[src/rtl/serial_add_sub.sv]
// Digit-serial adder/subtractor: processes a WIDTH-bit operand pair DIGIT bits per
// clock, LSB digit first, with a start/busy/done handshake, carry/borrow and overflow.
module serial_add_sub #(
  parameter int WIDTH = 8,
  parameter int DIGIT = 1
) (
  input  logic             clk,
  input  logic             rst_n,
  input  logic             start,
  input  logic             sub,
  input  logic [WIDTH-1:0] a,
  input  logic [WIDTH-1:0] b,
  input  logic             carry_in,
  output logic             busy,
  output logic             done,
  output logic [WIDTH-1:0] result,
  output logic             carry_out,
  output logic             overflow
);

  localparam int N  = WIDTH / DIGIT;
  localparam int CW = (N > 1) ? $clog2(N) : 1;

  typedef enum logic [1:0] {
    IDLE,
    RUN,
    WRAP,
    DONE
  } state_e;

  state_e            state_q, state_d;
  logic [CW-1:0]     cnt_q;
  logic [WIDTH-1:0]  a_q, b_q;
  logic [WIDTH-1:0]  res_q, res_d;
  logic              carry_q;
  logic              sub_q;
  logic              a_msb_q, b_msb_q;
  logic              cout_q, ovf_q;
  logic [DIGIT:0]    dsum;
  logic              accept;
  logic              last_step;

  // Subtraction runs as a + ~b + !carry_in, so b_q and b_msb_q hold the effective
  // (possibly inverted) operand and the overflow test is the same for both modes.
  assign accept    = start && ((state_q == IDLE) || (state_q == DONE));
  assign last_step = (cnt_q == CW'(N - 1));
  assign dsum      = {1'b0, a_q[DIGIT-1:0]} + {1'b0, b_q[DIGIT-1:0]}
                   + {{DIGIT{1'b0}}, carry_q};

  always_ff @(posedge clk or negedge rst_n) begin
    if (!rst_n) begin
      state_q <= IDLE;
    end else begin
      state_q <= state_d;
    end
  end

  always_comb begin
    state_d = state_q;
    busy    = 1'b0;
    done    = 1'b0;
    case (state_q)
      IDLE: begin
        if (start) state_d = RUN;
      end
      RUN: begin
        busy = 1'b1;
        if (last_step) state_d = WRAP;
      end
      WRAP: begin
        state_d = DONE;
      end
      DONE: begin
        done    = 1'b1;
        state_d = start ? RUN : IDLE;
      end
      default: state_d = IDLE;
    endcase
  end

  always_comb begin
    res_d = res_q;
    for (int i = 0; i < N; i++) begin
      if (cnt_q == CW'(i)) res_d[i*DIGIT +: DIGIT] = dsum[DIGIT-1:0];
    end
  end

  always_ff @(posedge clk or negedge rst_n) begin
    if (!rst_n) begin
      cnt_q   <= '0;
      a_q     <= '0;
      b_q     <= '0;
      res_q   <= '0;
      carry_q <= 1'b0;
      sub_q   <= 1'b0;
      a_msb_q <= 1'b0;
      b_msb_q <= 1'b0;
      cout_q  <= 1'b0;
      ovf_q   <= 1'b0;
    end else if (accept) begin
      cnt_q   <= '0;
      a_q     <= a;
      b_q     <= sub ? ~b : b;
      carry_q <= carry_in ^ sub;
      sub_q   <= sub;
      a_msb_q <= a[WIDTH-1];
      b_msb_q <= b[WIDTH-1] ^ sub;
    end else if (state_q == RUN) begin
      cnt_q   <= cnt_q + CW'(1);
      a_q     <= a_q >> DIGIT;
      b_q     <= b_q >> DIGIT;
      carry_q <= dsum[DIGIT];
      res_q   <= res_d;
    end else if (state_q == WRAP) begin
      // Final carry of a + ~b + !cin is the inverse of the borrow.
      cout_q <= carry_q ^ sub_q;
      ovf_q  <= (a_msb_q == b_msb_q) && (res_q[WIDTH-1] != a_msb_q);
    end
  end

  assign result    = res_q;
  assign carry_out = cout_q;
  assign overflow  = ovf_q;

endmodule

[config.mk]
export PLATFORM = sky130hd
export DESIGN_NAME = serial_add_sub
export DESIGN_NICKNAME = d
export VERILOG_FILES = /design/src/rtl/serial_add_sub.sv
export SDC_FILE = /design/constraint.sdc
export NUM_CORES = 1
export LEC_CHECK = 0
export ABC_AREA = 1
export CAP_MARGIN = 10
export CORE_MARGIN = 10
export CORE_UTILIZATION = 40
export DETAILED_ROUTE_END_ITERATION = 10
export PLACE_DENSITY = 0.61
export SLEW_MARGIN = 20
export SYNTH_ARGS = -nofsm -noshare
export SYNTH_HDL_FRONTEND = slang
export SYNTH_SLANG_ARGS = --single-unit
export TNS_END_PERCENT = 50
[constraint.sdc]
create_clock -name clk -period 3.8 [get_ports clk]
set_clock_uncertainty 0.15 [all_clocks]
set_input_delay 0.76 -clock clk [delete_from_list [all_inputs] [get_ports clk]]
set_output_delay 0.76 -clock clk [all_outputs]
set_load 0.005 [all_outputs]
==> results_dict.tcl, run 1 <==
set metrics [dict create \
    outcome "finished clean" \
    die_h_um 89.0 \
    cts_buffers 5 \
    die_area_um2 7920 \
    cts_tree "done" \
    seq_area_frac_synth_pct 46.0 \
    setup_viol_count_final 0 \
    p_int_mw 1.03 \
    tns_ns 0 \
    gp_congestion 0.739 \
    syn_area_um2 1910 \
    crit_type "reg2out" \
    finalCritPeriodShare_pct 71.8 \
    ys_seq_elements 35 \
    antenna_found_initial 0 \
    clkTransAtPathRegs_ns 0.07 \
    relSlewSlack_pct 69.9 \
    htreeDepth 2 \
    io-pin-count 33 \
    cts_sinks 35 \
    drt_iter0_markers 45 \
    cap_violations 0 \
    wl_per_cell_um 12.4 \
    avgSynthCellArea_um2 8.01 \
    placed_cells 317 \
    p_sw_mw 0.760 \
    period_needed_ns 2.73 \
    crit_fanout 27 \
    portBuffers 32 \
    finalWirelength_um 4020 \
    ant_nets 0 \
    cts.repair.resized 0 \
    synth_fp_nets 271 \
    p_comb_share_pct 48.9 \
    num_antenna_cells 0 \
    grt_pass1_wl_um 6930 \
    tightest_slew_ns 0.451 \
    max-clock-path-buffers 2 \
    postCtsHoldBufs 0 \
    p_leak_nw 1.17 \
    yosys_warnings 0 \
    power.density_nw_per_um2 776 \
    final_common_cell "nand2_1" \
    fin_nets 303 \
    grt-ovfl-total 0 \
    drc_errors 0 \
    cp.arrival_ns 1.82 \
    end_kind "output pin" \
    switching_share_pct 42.5 \
    fillers 452 \
    ir_worst_vdd_mv 0.307 \
    cts_root_buf "clkbuf_8" \
    rows 25 \
    finish.instance_area_um2 2310 \
    regToRegSetupSlack_ns 1.94 \
    drv_slew 0 \
    areaGrowthSynthToFinish_pct 21.0 \
    max_freq_mhz 367 \
    routed_via_density 4.64 \
    clk-insertion-delay-late_ns 0.28 \
    ys_types 20 \
    dp_hpwl_um 2830 \
    rsz0062_at_grt "no" \
    grt_use_total_pct 11.1 \
    coreArea_um2 4660 \
    critPathRequiredTime_ns 2.89 \
    start_util_pct 40.9 \
    postCtsSetupBuffers 0 \
    grt_max_degree 36 \
    holdPathStages 2 \
    worst_setup_path_start_kind "flop" \
    mostFrequentLayoutCells "nand2_1, dfrtp_1, nand3_1, clkdlybuf4s50_1, inv_1" \
    p_seq_share_pct 36.8 \
    rr_worst_depth 8 \
    final_cells 325 \
    drt_first_pass_iters 4 \
    die_w_um 89.0 \
    finalHoldViolCount 0 \
    layout-drive-gt1-share_pct 5.90 \
    worstHoldPathType "reg2reg" \
    clkPwrFrac_pct 14.3 \
    synthCells 238 \
    grt_pass1_vias 1478 \
    num_vias 1509 \
    dpl_cell_area_um2 2220 \
]
-- final cells by class --
type                    instances  area [µm²]  share of cell area [%]
repair buffers                 34         335                    14.5
clock inverters                 1        5.00                   0.217
multi-input cells             168         847                    36.7
well taps                      54        67.6                    2.93
clock buffers                   7        76.3                    3.31
inverters                      26        98.8                    4.29
flip-flops and latches         35         876                    38.0
-- stage by stage --
stage / worst slack [ns] / utilization, % / hold WS (ns) / total power [mW]
2_1_floorplan: 2.23 / - / 0.292 / 1.33
3_3_place_gp: 1.40 / 47.7 / 0.306 / 1.54
3_5_place_dp: 1.36 / 47.7 / 0.316 / 1.56
4_1_cts: 1.04 / 49.5 / 0.334 / 1.82
5_1_grt: 0.974 / 49.5 / 0.354 / 1.98
6_report: 1.07 / 49.5 / 0.329 / 1.79
-- worst max-delay path, stage by stage (launching register included) --
cell,delay (ns)
dfrtp_1,0.43
inv_1,0.11
ha_1,0.14
buf_4,0.28
clkdlybuf4s50_1,0.57
-- Yosys cell counts, drive strengths merged --
cell	instances	area (µm²)
clkinv	1	5.00
o21ai	23	115
dfrtp	35	876
nor2	3	18.8
nand3	33	170
inv	25	93.8
ha	11	138
nand2	94	363
a21oi	1	5.00
buf	9	83.8
xor2	2	17.5
fa	1	20.0
-- power by group through the flow --
stage               Combinational, mW  Clock (mW)  Sequential, mW
floorplan                       0.684           0           0.648
global placement                0.881           0           0.663
detailed placement              0.890           0           0.666
CTS                             0.894       0.267           0.661
global route                     1.01       0.283           0.685
finish                          0.875       0.256           0.659
-- cells by family after synthesis --
logic type / after synthesis / synth area share [%]
AO/OA/AOI/OAI: 24 / 6.30
adder cells (fa/ha/maj): 12 / 8.27
XOR/XNOR: 2 / 0.919
AND/OR/NAND/NOR: 130 / 29.0
flip-flops: 35 / 46.0
buffers and inverters: 35 / 9.59
-- worst paths after layout --
kind | end | startpoint
setup / recovery | busy | state_q[1]$_DFFE_PN0P_
hold / removal | a_q[6]$_DFFE_PN0P_ | a_q[6]$_DFFE_PN0P_
setup reg to reg | a_q[6]$_DFFE_PN0P_ | state_q[0]$_DFFE_PN0P_
hold reg to reg | a_q[6]$_DFFE_PN0P_ | a_q[6]$_DFFE_PN0P_
max in group asynchronous | result[1]$_DFFE_PN0P_ | rst_n
min in group asynchronous | a_q[2]$_DFFE_PN0P_ | rst_n
-- per-layer routing --
layer / wire length [µm] / global-route usage [%] / vias to the layer above / share of wire (%)
met5: 0 / 0 / - / 0
met3: 276 / 3.19 / 2 / 6.9
met4: 40 / 4.34 / 0 / 1.0
met2: 1760 / 17.2 / 40 / 44
li1: - / - / 808 / -
met1: 1940 / 14.3 / 659 / 48
-- registers in the layout (all words and copies together), names as in the netlist --
name / count
b_msb_q: 1
state_q: 2
a_msb_q: 1
carry_out: 1
sub_q: 1
result: 8
b_q: 8
a_q: 8
cnt_q: 3
carry_q: 1
overflow: 1
No activity file was read; power rests on OpenSTA's default activity.
==> run 2, diff against run 1 <==
Settings changed: PLACE_DENSITY 0.61 to 0.64.
Clock period 3.8 ns to 2.4 ns, I/O delays scaled along.
==> run 2 against run 1 <==
- total power up 62%
- critical path type unchanged
- non-clock buffer count unchanged
- via count is 0.93% higher
- hold slack improved by 0.0022 ns
- core utilization up 0.40 points
- first-iteration DRC count up 29%
==> results_dict.tcl, run 2 (synthesis gave the netlist of run 1 again) <==
set metrics [dict create \
    power_mw 2.91 \
    finalHoldViolCount 0 \
    grt_use_total_pct 10.8 \
    tns_ns 0 \
    worst_setup_path_start_kind "flop" \
    cp.arrival_ns 1.52 \
    max_freq_mhz 464 \
    critPathRequiredTime_ns 1.77 \
    wl_per_cell_um 12.1 \
    reg2reg_from "state_q[1]$_DFFE_PN0P_" \
    drc_errors 0 \
    cts.repair.resized 0 \
    dp_hpwl_um 2840 \
    areaGrowthSynthToFinish_pct 22.0 \
    drt_iter0_markers 58 \
    regToRegSetupSlack_ns 0.53 \
    tightest_slew_ns 0.442 \
    postCtsHoldBufs 0 \
    routed_via_density 4.69 \
    post-place-ws_ns 0.404 \
    drt_first_pass_iters 4 \
    grt-ovfl-total 0 \
    gp_congestion 0.746 \
    worstHoldPathType "reg2reg" \
    finalWirelength_um 3930 \
    layout-drive-gt1-share_pct 6.27 \
    grt_pass1_vias 1495 \
    num_antenna_cells 0 \
    cts_buffers 5 \
    num_vias 1523 \
    cts_sinks 35 \
    period_needed_ns 2.15 \
    finalCritPeriodShare_pct 89.7 \
    ir_worst_vdd_mv 0.491 \
    start_util_pct 40.9 \
    clk-insertion-delay-late_ns 0.28 \
    rr_worst_depth 8 \
    crit_type "reg2out" \
    critPathCapture "busy" \
    htreeDepth 2 \
    rsz0062_at_grt "no" \
    regToRegEndpoint "a_q[3]$_DFFE_PN0P_" \
    cts_tree "done" \
    setup_slack_ns 0.247 \
    rows 25 \
    grt_pass1_wl_um 6770 \
    end_kind "output pin" \
    antenna_found_initial 0 \
    die_w_um 89.0 \
    ant_nets 0 \
    setup_viol_count_final 0 \
    coreArea_um2 4660 \
    relSlewSlack_pct 70.5 \
    fin_nets 303 \
    cts_root_buf "clkbuf_8" \
    crit_fanout 5 \
    crit_start "state_q[1]$_DFFE_PN0P_" \
    io-pin-count 33 \
    postCtsSetupBuffers 0 \
    mostFrequentLayoutCells "nand2_1, dfrtp_1, nand3_1, clkdlybuf4s50_1, inv_1" \
    cap_violations 0 \
    clkTransAtPathRegs_ns 0.07 \
    portBuffers 32 \
    power.density_nw_per_um2 1250 \
    grt_max_degree 36 \
    die_h_um 89.0 \
    outcome "finished clean" \
    max-clock-path-buffers 2 \
    drv_slew 0 \
    fillers 443 \
    p_leak_nw 1.18 \
    final_common_cell "nand2_1" \
    die_area_um2 7920 \
]
[run 2: cell types whose count changed in the layout (fill, tap and decap cells not counted)]
cell	previous run	this run
clkbuf_8	5	7
clkbuf_1	2	1
clkinv_2	2	1
[run 2: worst min-delay path by stage]
stage	end	from	cells after the start	slack (ns)
global route	carry_out$_DFFE_PN0P_	carry_out$_DFFE_PN0P_	2	0.34
detailed placement	a_q[1]$_DFFE_PN0P_	a_q[1]$_DFFE_PN0P_	2	0.31
CTS	a_q[1]$_DFFE_PN0P_	a_q[1]$_DFFE_PN0P_	2	0.33
global placement	a_q[7]$_DFFE_PN0P_	a_q[7]$_DFFE_PN0P_	2	0.31
finish	overflow$_DFFE_PN0P_	overflow$_DFFE_PN0P_	2	0.33
floorplan	a_msb_q$_DFFE_PN0P_	rst_n	0	0.03
[run 2: per-layer routing]
layer  vias up  global-route usage, %  wire, µm
met2        32                   17.0      1700
met3         4                   2.92       229
met5         -                      0         0
met1       675                   13.7      1940
li1        812                      -         -
met4         0                   4.77        61
[run 2: power breakdown]
group	switching (mW)	total, mW	internal (mW)
logic	0.839	1.40	0.557
clock network	0.196	0.458	0.262
registers	0.178	1.05	0.874
total	1.21	2.91	1.69
[run 2: metrics by stage]
step | utilization (%) | hold WS [ns] | area (µm²) | std cells
6_report | 49.9 | 0.331 | 2320 | 325
5_1_grt | 49.9 | 0.344 | 2320 | 325
4_1_cts | 49.9 | 0.331 | 2320 | 325
3_5_place_dp | 47.7 | 0.315 | 2220 | 317
3_3_place_gp | 47.7 | 0.306 | 2220 | 317
2_1_floorplan | - | 0.0344 | 1910 | 238
[run 2: worst max-delay path: stages (launching register included)]
cell             delay (ns)
dfrtp_1                0.44
inv_1                  0.13
ha_1                   0.18
clkdlybuf4s50_1        0.50
[run 2: cell type report]
cell class / count / area (µm²) / area share, %
multi-input combinational: 168 / 847 / 36.4
clock buffer: 8 / 100 / 4.31
sequential: 35 / 876 / 37.7
tap: 54 / 67.6 / 2.91
inverter: 26 / 98.8 / 4.25
timing repair buffer: 34 / 335 / 14.4
==> run 3, diff against run 2 <==
Settings changed: CTS_CLUSTER_SIZE set to 20.
==> results of run 3 <==
No change in the layout: final DEF, timing and power equal those of run 2.
